`config.mk`:
```
export PLATFORM = sky130hd
export DESIGN_NAME = multicycle_ctrl
export DESIGN_NICKNAME = d
export VERILOG_FILES = /design/src/rtl/rv_ctrl_pkg.sv /design/src/rtl/multicycle_ctrl_instrdec.sv /design/src/rtl/multicycle_ctrl.sv
export SDC_FILE = /design/constraint.sdc
export NUM_CORES = 1
export LEC_CHECK = 0
export ABC_AREA = 1
export CAP_MARGIN = 25
export CORE_ASPECT_RATIO = 0.9
export CORE_MARGIN = 2
export CORE_UTILIZATION = 39
export CTS_CLUSTER_DIAMETER = 200
export DETAILED_ROUTE_END_ITERATION = 10
export MAX_ROUTING_LAYER = met4
export PLACE_DENSITY = 0.78
export SYNTH_ARGS = -nofsm -noshare
export SYNTH_HDL_FRONTEND = slang
export SYNTH_HIERARCHICAL = 1
export SYNTH_SLANG_ARGS = --single-unit
```
`constraint.sdc`:
```
create_clock -name clk -period 1.4 [get_ports clk]
set_input_delay 0.14 -clock clk [delete_from_list [all_inputs] [get_ports clk]]
set_output_delay 0.14 -clock clk [all_outputs]
set_load 0.02 [all_outputs]
```
`src/rtl/rv_ctrl_pkg.sv`:
```
`default_nettype none
// ============================================================================
//  Module      : rv_ctrl_pkg
//  Description : Shared constants for the RV32I multicycle controller:
//                opcodes, FSM state encoding and datapath select codes.
//  Revision    : 1.0 - initial release
// ============================================================================
package rv_ctrl_pkg;

   // Opcode field values handled by the sequencer
   localparam logic [6:0] OP_LOAD   = 7'b0000011;
   localparam logic [6:0] OP_STORE  = 7'b0100011;
   localparam logic [6:0] OP_RTYPE  = 7'b0110011;
   localparam logic [6:0] OP_ITYPE  = 7'b0010011;
   localparam logic [6:0] OP_JAL    = 7'b1101111;
   localparam logic [6:0] OP_BRANCH = 7'b1100011;
   localparam logic [6:0] OP_LUI    = 7'b0110111;
   localparam logic [6:0] OP_AUIPC  = 7'b0010111;

   // Sequencer states, 4-bit encoding
   typedef enum logic [3:0] {
      S_FETCH    = 4'd0,
      S_DECODE   = 4'd1,
      S_MEMADR   = 4'd2,
      S_MEMREAD  = 4'd3,
      S_MEMWB    = 4'd4,
      S_MEMWRITE = 4'd5,
      S_EXECUTER = 4'd6,
      S_EXECUTEI = 4'd7,
      S_ALUWB    = 4'd8,
      S_JAL      = 4'd9,
      S_BEQ      = 4'd10,
      S_UPPER    = 4'd11,
      S_ILLEGAL  = 4'd12
   } state_t;

   // ALU operand A select
   localparam logic [1:0] SRCA_PC    = 2'b00;
   localparam logic [1:0] SRCA_OLDPC = 2'b01;
   localparam logic [1:0] SRCA_RS1   = 2'b10;

   // ALU operand B select
   localparam logic [1:0] SRCB_RS2   = 2'b00;
   localparam logic [1:0] SRCB_IMM   = 2'b01;
   localparam logic [1:0] SRCB_FOUR  = 2'b10;

   // ALUOp encoding consumed by the ALU decoder
   localparam logic [1:0] ALUOP_ADD   = 2'b00;
   localparam logic [1:0] ALUOP_SUB   = 2'b01;
   localparam logic [1:0] ALUOP_RTYPE = 2'b10;
   localparam logic [1:0] ALUOP_ITYPE = 2'b11;

   // Result bus select
   localparam logic [1:0] RES_ALUOUT    = 2'b00;
   localparam logic [1:0] RES_DATA      = 2'b01;
   localparam logic [1:0] RES_ALURESULT = 2'b10;

   // Immediate format select
   localparam logic [2:0] IMM_I = 3'b000;
   localparam logic [2:0] IMM_S = 3'b001;
   localparam logic [2:0] IMM_B = 3'b010;
   localparam logic [2:0] IMM_J = 3'b011;
   localparam logic [2:0] IMM_U = 3'b100;

   // Register write data select
   localparam logic [1:0] RDS_RESULT = 2'b00;
   localparam logic [1:0] RDS_AUIPC  = 2'b01;
   localparam logic [1:0] RDS_LUI    = 2'b10;

   // True for the two U-type opcodes
   function automatic logic is_upper_op(input logic [6:0] op);
      return (op == OP_LUI) || (op == OP_AUIPC);
   endfunction

endpackage
`default_nettype wire

```
`src/rtl/multicycle_ctrl_instrdec.sv`:
```
`default_nettype none
// ============================================================================
//  Module      : instrdec
//  Description : Combinational opcode to immediate-format decoder.
//                Optional feature macro: RV_UPPER_IMM_EN (U-type format).
//  Revision    : 1.0 - initial release
// ============================================================================
module instrdec
   import rv_ctrl_pkg::*;
(
   input  logic [6:0] op,
   output logic [2:0] ImmSrc
);

   // Immediate format follows the opcode in every state
   always_comb begin
      ImmSrc = IMM_I;
      case (op)
         OP_LOAD,
         OP_ITYPE:  ImmSrc = IMM_I;
         OP_STORE:  ImmSrc = IMM_S;
         OP_BRANCH: ImmSrc = IMM_B;
         OP_JAL:    ImmSrc = IMM_J;
`ifdef RV_UPPER_IMM_EN
         OP_LUI,
         OP_AUIPC:  ImmSrc = IMM_U;
`endif
         default:   ImmSrc = IMM_I;
      endcase
   end

endmodule
`default_nettype wire

```
`src/rtl/multicycle_ctrl.sv`:
```
`default_nettype none
// ============================================================================
//  Module      : multicycle_ctrl
//  Description : Moore sequencer stepping the shared ALU, memory port and
//                register file through fetch/decode/execute/writeback.
//                Memory states stall on MemReady.
//                Optional feature macro: RV_UPPER_IMM_EN (lui/auipc support).
//  Revision    : 1.0 - initial release
// ============================================================================
module multicycle_ctrl
   import rv_ctrl_pkg::*;
(
   input  logic       clk,
   input  logic       reset,
   input  logic [6:0] op,
   input  logic       Zero,
   input  logic       MemReady,
   output logic       PCWrite,
   output logic       AdrSrc,
   output logic       IRWrite,
   output logic       MemWrite,
   output logic       RegWrite,
   output logic [1:0] ALUSrcA,
   output logic [1:0] ALUSrcB,
   output logic [1:0] ALUOp,
   output logic [1:0] ResultSrc,
   output logic [2:0] ImmSrc,
   output logic       DataExtSrc,
   output logic [1:0] RegDataSrc,
   output logic       IllegalOp,
   output logic       InstrDone
);

   state_t     r_state;
   state_t     w_state_next;
   logic       w_pc_update;
   logic       w_branch;
   logic [1:0] w_reg_data_src;

   // Immediate format is a pure function of the opcode
   instrdec u_instrdec (
      .op     (op),
      .ImmSrc (ImmSrc)
   );

   // State register; reset snaps straight back to FETCH
   always_ff @(posedge clk or posedge reset) begin
      if (reset) begin
         r_state <= S_FETCH;
      end else begin
         r_state <= w_state_next;
      end
   end

   // Next-state selection
   always_comb begin
      w_state_next = r_state;
      case (r_state)
         S_FETCH:    w_state_next = MemReady ? S_DECODE : S_FETCH;
         S_DECODE: begin
            case (op)
               OP_LOAD,
               OP_STORE:  w_state_next = S_MEMADR;
               OP_RTYPE:  w_state_next = S_EXECUTER;
               OP_ITYPE:  w_state_next = S_EXECUTEI;
               OP_JAL:    w_state_next = S_JAL;
               OP_BRANCH: w_state_next = S_BEQ;
`ifdef RV_UPPER_IMM_EN
               OP_LUI,
               OP_AUIPC:  w_state_next = S_UPPER;
`endif
               default:   w_state_next = S_ILLEGAL;
            endcase
         end
         // Only loads and stores reach MEMADR, so anything not a load is a store
         S_MEMADR:   w_state_next = (op == OP_LOAD) ? S_MEMREAD : S_MEMWRITE;
         S_MEMREAD:  w_state_next = MemReady ? S_MEMWB : S_MEMREAD;
         S_MEMWB:    w_state_next = S_FETCH;
         S_MEMWRITE: w_state_next = MemReady ? S_FETCH : S_MEMWRITE;
         S_EXECUTER: w_state_next = S_ALUWB;
         S_EXECUTEI: w_state_next = S_ALUWB;
         S_ALUWB:    w_state_next = S_FETCH;
         S_JAL:      w_state_next = S_ALUWB;
         S_BEQ:      w_state_next = S_FETCH;
         S_UPPER:    w_state_next = S_FETCH;
         S_ILLEGAL:  w_state_next = S_FETCH;
         default:    w_state_next = S_FETCH;
      endcase
   end

   // Moore output decode, with MemReady gating in the memory states and
   // all write/pulse strobes suppressed while reset is held
   always_comb begin
      w_pc_update    = 1'b0;
      w_branch       = 1'b0;
      w_reg_data_src = RDS_RESULT;
      AdrSrc         = 1'b0;
      IRWrite        = 1'b0;
      MemWrite       = 1'b0;
      RegWrite       = 1'b0;
      ALUSrcA        = SRCA_PC;
      ALUSrcB        = SRCB_RS2;
      ALUOp          = ALUOP_ADD;
      ResultSrc      = RES_ALUOUT;
      DataExtSrc     = 1'b0;
      IllegalOp      = 1'b0;
      InstrDone      = 1'b0;
      case (r_state)
         S_FETCH: begin
            AdrSrc      = 1'b0;
            ALUSrcA     = SRCA_PC;
            ALUSrcB     = SRCB_FOUR;
            ResultSrc   = RES_ALURESULT;
            IRWrite     = MemReady;
            w_pc_update = MemReady;
         end
         S_DECODE: begin
            // Branch/jump target is precomputed into ALUOut here
            ALUSrcA = SRCA_OLDPC;
            ALUSrcB = SRCB_IMM;
         end
         S_MEMADR: begin
            ALUSrcA = SRCA_RS1;
            ALUSrcB = SRCB_IMM;
         end
         S_MEMREAD: begin
            AdrSrc    = 1'b1;
            ResultSrc = RES_ALUOUT;
         end
         S_MEMWB: begin
            ResultSrc  = RES_DATA;
            RegWrite   = 1'b1;
            DataExtSrc = 1'b1;
            InstrDone  = 1'b1;
         end
         S_MEMWRITE: begin
            // Strobe stays up for the whole access, including the ready cycle
            AdrSrc    = 1'b1;
            ResultSrc = RES_ALUOUT;
            MemWrite  = 1'b1;
            InstrDone = MemReady;
         end
         S_EXECUTER: begin
            ALUSrcA = SRCA_RS1;
            ALUSrcB = SRCB_RS2;
            ALUOp   = ALUOP_RTYPE;
         end
         S_EXECUTEI: begin
            ALUSrcA = SRCA_RS1;
            ALUSrcB = SRCB_IMM;
            ALUOp   = ALUOP_ITYPE;
         end
         S_ALUWB: begin
            ResultSrc = RES_ALUOUT;
            RegWrite  = 1'b1;
            InstrDone = 1'b1;
         end
         S_JAL: begin
            // Return address = OldPC + 4; target already sits in ALUOut
            ALUSrcA     = SRCA_OLDPC;
            ALUSrcB     = SRCB_FOUR;
            ResultSrc   = RES_ALUOUT;
            w_pc_update = 1'b1;
         end
         S_BEQ: begin
            ALUSrcA   = SRCA_RS1;
            ALUSrcB   = SRCB_RS2;
            ALUOp     = ALUOP_SUB;
            ResultSrc = RES_ALUOUT;
            w_branch  = 1'b1;
            InstrDone = 1'b1;
         end
`ifdef RV_UPPER_IMM_EN
         S_UPPER: begin
            RegWrite       = 1'b1;
            w_reg_data_src = (op == OP_LUI) ? RDS_LUI : RDS_AUIPC;
            InstrDone      = 1'b1;
         end
`endif
         S_ILLEGAL: begin
            IllegalOp = 1'b1;
         end
         default: begin
            IllegalOp = 1'b0;
         end
      endcase
      if (reset) begin
         w_pc_update = 1'b0;
         w_branch    = 1'b0;
         IRWrite     = 1'b0;
         MemWrite    = 1'b0;
         RegWrite    = 1'b0;
         IllegalOp   = 1'b0;
         InstrDone   = 1'b0;
      end
   end

   // Upper-immediate path select exists only with the U-type feature
`ifdef RV_UPPER_IMM_EN
   assign RegDataSrc = w_reg_data_src;
`else
   assign RegDataSrc = RDS_RESULT;
`endif

   assign PCWrite = w_pc_update | (w_branch & Zero);

endmodule
`default_nettype wire

```
After elaboration in Yosys (flattened, before gate mapping). Cells that the tools add are included.

Bitwise logic cells: 2. Multiplexer cells: 27. Reductions and logical operators: 10. Equal/unequal tests: 17.

Operators by type and width (number): $pmux W4 S6 (1); $pmux W4 S5 (1); $eq A4 B3 Y1 const B (4); $eq A4 B4 Y1 const B (4); $mux W1 (15); $eq A7 B6 Y1 const B (2); $eq A7 B7 Y1 const B (2); $pmux W2 S2 (3); $pmux W2 S3 (2); $reduce_or A2 Y1 (5); $mux W3 (3); $reduce_or A3 Y1 (3); $eq A4 B2 Y1 const B (2); $eq A7 B2 Y1 const B (1); $eq A7 B5 Y1 const B (1); $eq A4 B1 Y1 const B (1); $logic_not A4 Y1 (1); $pmux W1 S2 (2); $reduce_or A4 Y1 (1); $and A1 B1 Y1 (1); $or A1 B1 Y1 (1).

Output and inout port bits: 21. Input port bits: 11. Bits in registers: 4. Logic and storage cells: 57.

Longest topological paths before layout.
Word-level depth: 5. Gate-level depth with buffers: 8. Depth with buffers taken out: 8.

Cells and area by module. The synthesis kept the hierarchy.

By module, submodules not included: multicycle_ctrl (seq. area each 100.1 um^2, times used 1, cells an instance 102, area an instance 544.3 um^2); instrdec (seq. area each 0.0 um^2, times used 1, cells an instance 19, area an instance 80.1 um^2).

Least setup slack after synthesis. No wires, ideal clock.

Path type: reg-to-output. From: reg r_state[1]. To: out ResultSrc[0]. Cell stages (with the launch flop): 6. Data required time: 1.260 ns. Path buffers: 2. Data arrival time: 1.253 ns. Slack: 0.007 ns. Cell sequence: dfrtp_1 buf_4 nor2_1 inv_1 nor2_1 buf_4.

Cells in the longest elaborated chain, start to end: 2. Elaborated cells on any way between the ends: 3. Classes of those cells: eq/ne (1); mux (1); reduce/logical (1).

RTL lines: start: declaration (RTL line multicycle_ctrl.sv:34) `state_t r_state;`; start signal: assignment (RTL line multicycle_ctrl.sv:51) `r_state <= w_state_next;`; $eq A4 B3 Y1 / $logic_not A4 Y1 (equally long branches) (RTL line multicycle_ctrl.sv:108) `case (r_state)`; $pmux W2 S2 (*) (RTL line multicycle_ctrl.sv:108); end: declaration (RTL line multicycle_ctrl.sv:26) `output logic [1:0] ResultSrc,`.

Mark *: on every way between the ends. The rest lies on a longest branch, timed or not.

Worst setup path in the final report.
From: reg r_state[2]. To: out AdrSrc.

Cells in the longest elaborated chain, start to end: 3. Elaborated cells on any way between the ends: 4. Classes of those cells: eq/ne (2); mux (1); reduce/logical (1).

RTL lines: $eq A4 B3 Y1 / $eq A4 B2 Y1 (equally long branches) (RTL line multicycle_ctrl.sv:108); $reduce_or A2 Y1 (no source line) (*); $mux W1 (*) (RTL line multicycle_ctrl.sv:108); end: declaration (RTL line multicycle_ctrl.sv:19) `output logic AdrSrc,`.

Marked as above.

==> results.py <==
metrics = {
    "worst_setup_path": {
        "slowest_delay_ps": 460,
        "path_class": "reg -> out",
        "path_depth": 5,
        "crit_path_start_kind": "register",
        "worstPathCellList": "nor2_4, buf_6, inv_6, o31ai_1, buf_2",
        "endpoint_kind": "primary output",
        "timing.rr.end": "r_state[3]$_DFF_PP0_",
        "r2r_slack_ps": 20,
        "worstPathMaxFanout": 5,
        "cp-endpoint": "AdrSrc",
        "cp_top_family": "flip-flops",
        "worstSetupStartpoint": "r_state[2]$_DFF_PP0_",
        "cp.buffers_inverters": 3,
        "cp_data_arrival_time_ps": 1550,
        "slowest_stage": "dfrtp_2",
        "r2r_cells": 9,
        "reg2reg_from": "r_state[0]$_DFF_PP0_",
        "required_ps": 1260,
    },
    "routing": {
        "drt_iter0_markers": 49,
        "routed_wl_mm": 3.41,
        "vias_per_cell": 5.29,
        "firstDrtPassIters": 4,
        "via_count": 1101,
        "drc": 0,
        "ant_nets": 0,
        "avgRoutedWirePerCell_um": 16.4,
    },
    "global_routing": {
        "track_usage_pct": 26.2,
        "antenna_found_initial": 0,
        "grt-ovfl-total": 0,
        "grt_pass1_wl_mm": 3.71,
        "grt_max_degree": 7,
        "grt_pass1_vias": 837,
    },
    "floorplanning": {
        "dieArea_sq_mm": 0.00194,
        "io-pin-count": 32,
        "coreArea_sq_mm": 0.00148,
        "start_util_pct": 42.2,
        "die_h_um": 42.0,
        "dieWidth_um": 46.2,
        "core.rowCount": 13,
    },
    "sta": {
        "slew_viol_final": 0,
        "worst_slack_ps": -287,
        "clock_skew_ps": 6.10,
        "hold_viol": 0,
        "post-route-period-util_pct": 120,
        "max_freq_mhz": 593,
        "rsz0062_at_grt": "true",
        "holdWs_ps": 318,
        "finalSetupViolations": 14,
        "period_minus_slack_ps": 1690,
    },
    "placement": {
        "place.gp.congestion": 0.900,
        "hpwlAfterDp_mm": 1.78,
        "port_buffers": 28,
        "postPlaceCellArea_sq_mm": 0.00111,
    },
    "yosys": {
        "synth_seq_cells": 4,
        "yosys_warnings": 6,
        "syn_inst": 121,
        "yosys-top-cells-area": "nand2_1, dfrtp_1, nor2_1",
        "yosys.area.top_type_share_pct": 24.0,
        "ys_types": 18,
        "syn_avg_cell_area_sq_um": 5.16,
        "synth_top_cell_by_area": "nand2_1",
        "netlist_area_sq_um": 624,
        "ys_seq_area_share_pct": 16.0,
    },
    "power": {
        "seqPwrFrac_pct": 10.7,
        "p_clk_share_pct": 6.4,
        "p_sw_uw": 1180,
        "power.internal_uw": 1180,
        "vdd_drop_max_mv": 1.20,
        "pwr_density_cell_mw_per_mm2": 1690,
        "leakage_uw": 0.000778,
        "p_comb_share_pct": 82.9,
        "total_power_uw": 2360,
        "swShare_pct": 49.9,
    },
    "finish": {
        "fin_util_pct": 94.3,
        "drive_gt1_share_pct": 57.5,
        "insertedDiodeCount": 0,
        "largest_register_ffs": 4,
        "reg_top3": "r_state x4",
        "fin_nets": 199,
        "final_common_cell": "buf_4",
        "final_cell_mix": "buf_4, nand2_1, buf_6, inv_1, nor2_1",
        "largest_register": "r_state",
        "syn2layout_area_growth_pct": 123,
        "fin_area_sq_mm": 0.00140,
    },
    "clocking": {
        "cts.sinks": 4,
        "htreeDepth": 1,
        "postCtsHoldBufs": 0,
        "numCtsBuffers": 3,
        "cts_tree": "built",
        "cts_root_buf": "clkbuf_4",
        "cts.clk_slew.worst_paths_ps": 50,
        "cts_max_path_buffers": 2,
        "clock_latency_ps": 230,
    },
    "job": {
        "max_cap_violations": 0,
    },
    "outcome": {
        "violations": "setup timing",
        "outcome": "finished with violations",
    },
    "worst_hold_path": {
        "worst_hold_path_type": "in -> async",
    },
}
==> per-stage QoR <==
stage	TNS, ps	cells	setup WS [ps]
after floorplan	0	122	6.72
after global placement	-4380	195	-376
after detailed placement	-5180	195	-446
after CTS	-539	200	-125
after global routing	-2380	208	-329
final	-1700	208	-287
==> routing by layer <==
layer  wire length (um)  track usage [%]  share of wire (%)  vias up
met5                  0                -                  0        -
li1                   -                -                  -      490
met2               1710             40.0                 50       80
met1               1280             34.8                 37      506
met3                247             2.61                7.3       25
met4                175             10.3                5.1        0
==> how the worst min path moves through the flow <==
| stage | end |
|---|---|
| after CTS | r_state[2]$_DFF_PP0_ |
| after detailed placement | r_state[0]$_DFF_PP0_ |
| after global placement | r_state[0]$_DFF_PP0_ |
| final | r_state[3]$_DFF_PP0_ |
| after global routing | r_state[3]$_DFF_PP0_ |
| after floorplan | r_state[0]$_DFF_PP0_ |
==> power by group through the flow <==
stage | Combinational, uW | Clock, uW | Sequential (uW)
global route | 2040 | 159 | 256
CTS | 1320 | 145 | 231
finish | 1960 | 150 | 253
floorplan | 605 | 0 | 219
global placement | 1250 | 0 | 219
detailed placement | 1280 | 0 | 227
==> worst min-delay path: cells and delay by family <==
| family | cells | cell delay, ps |
|---|---|---|
| buf+inv | 3 | 740 |
==> final cells by class <==
class,count,area (sq um)
Clock buffer,3,22.5
Sequential cell,4,105
Inverter,24,103
Fill cell,49,85.1
Timing Repair Buffer,66,584
Tap cell,22,27.5
Multi-Input combinational cell,89,553
==> Yosys cell counts (all sizes together) <==
library cell / instances
o21ai: 3
o211ai: 1
nor2: 25
nand4: 3
o31ai: 1
nand3: 7
buf: 5
nand2: 43
conb: 2
a21oi: 1
nor3: 2
inv: 24
dfrtp: 4
==> timing repair <==
item | in CTS | in global routing
endpoints found under the setup margin | 18 | 19
resized for setup | 99 | 65
buffers inserted | 2 | 9
pin swaps | 3 | 16
==> kinds of logic after synthesis <==
logic type / count (synthesis) / synth area share (%)
AND/OR/NAND/NOR: 80 / 56.7
buffers and inverters: 29 / 20.4
AO/OA/AOI/OAI: 6 / 5.61
flip-flops: 4 / 16.0
other: 2 / 1.20
Power figures use the tool's default switching activity.
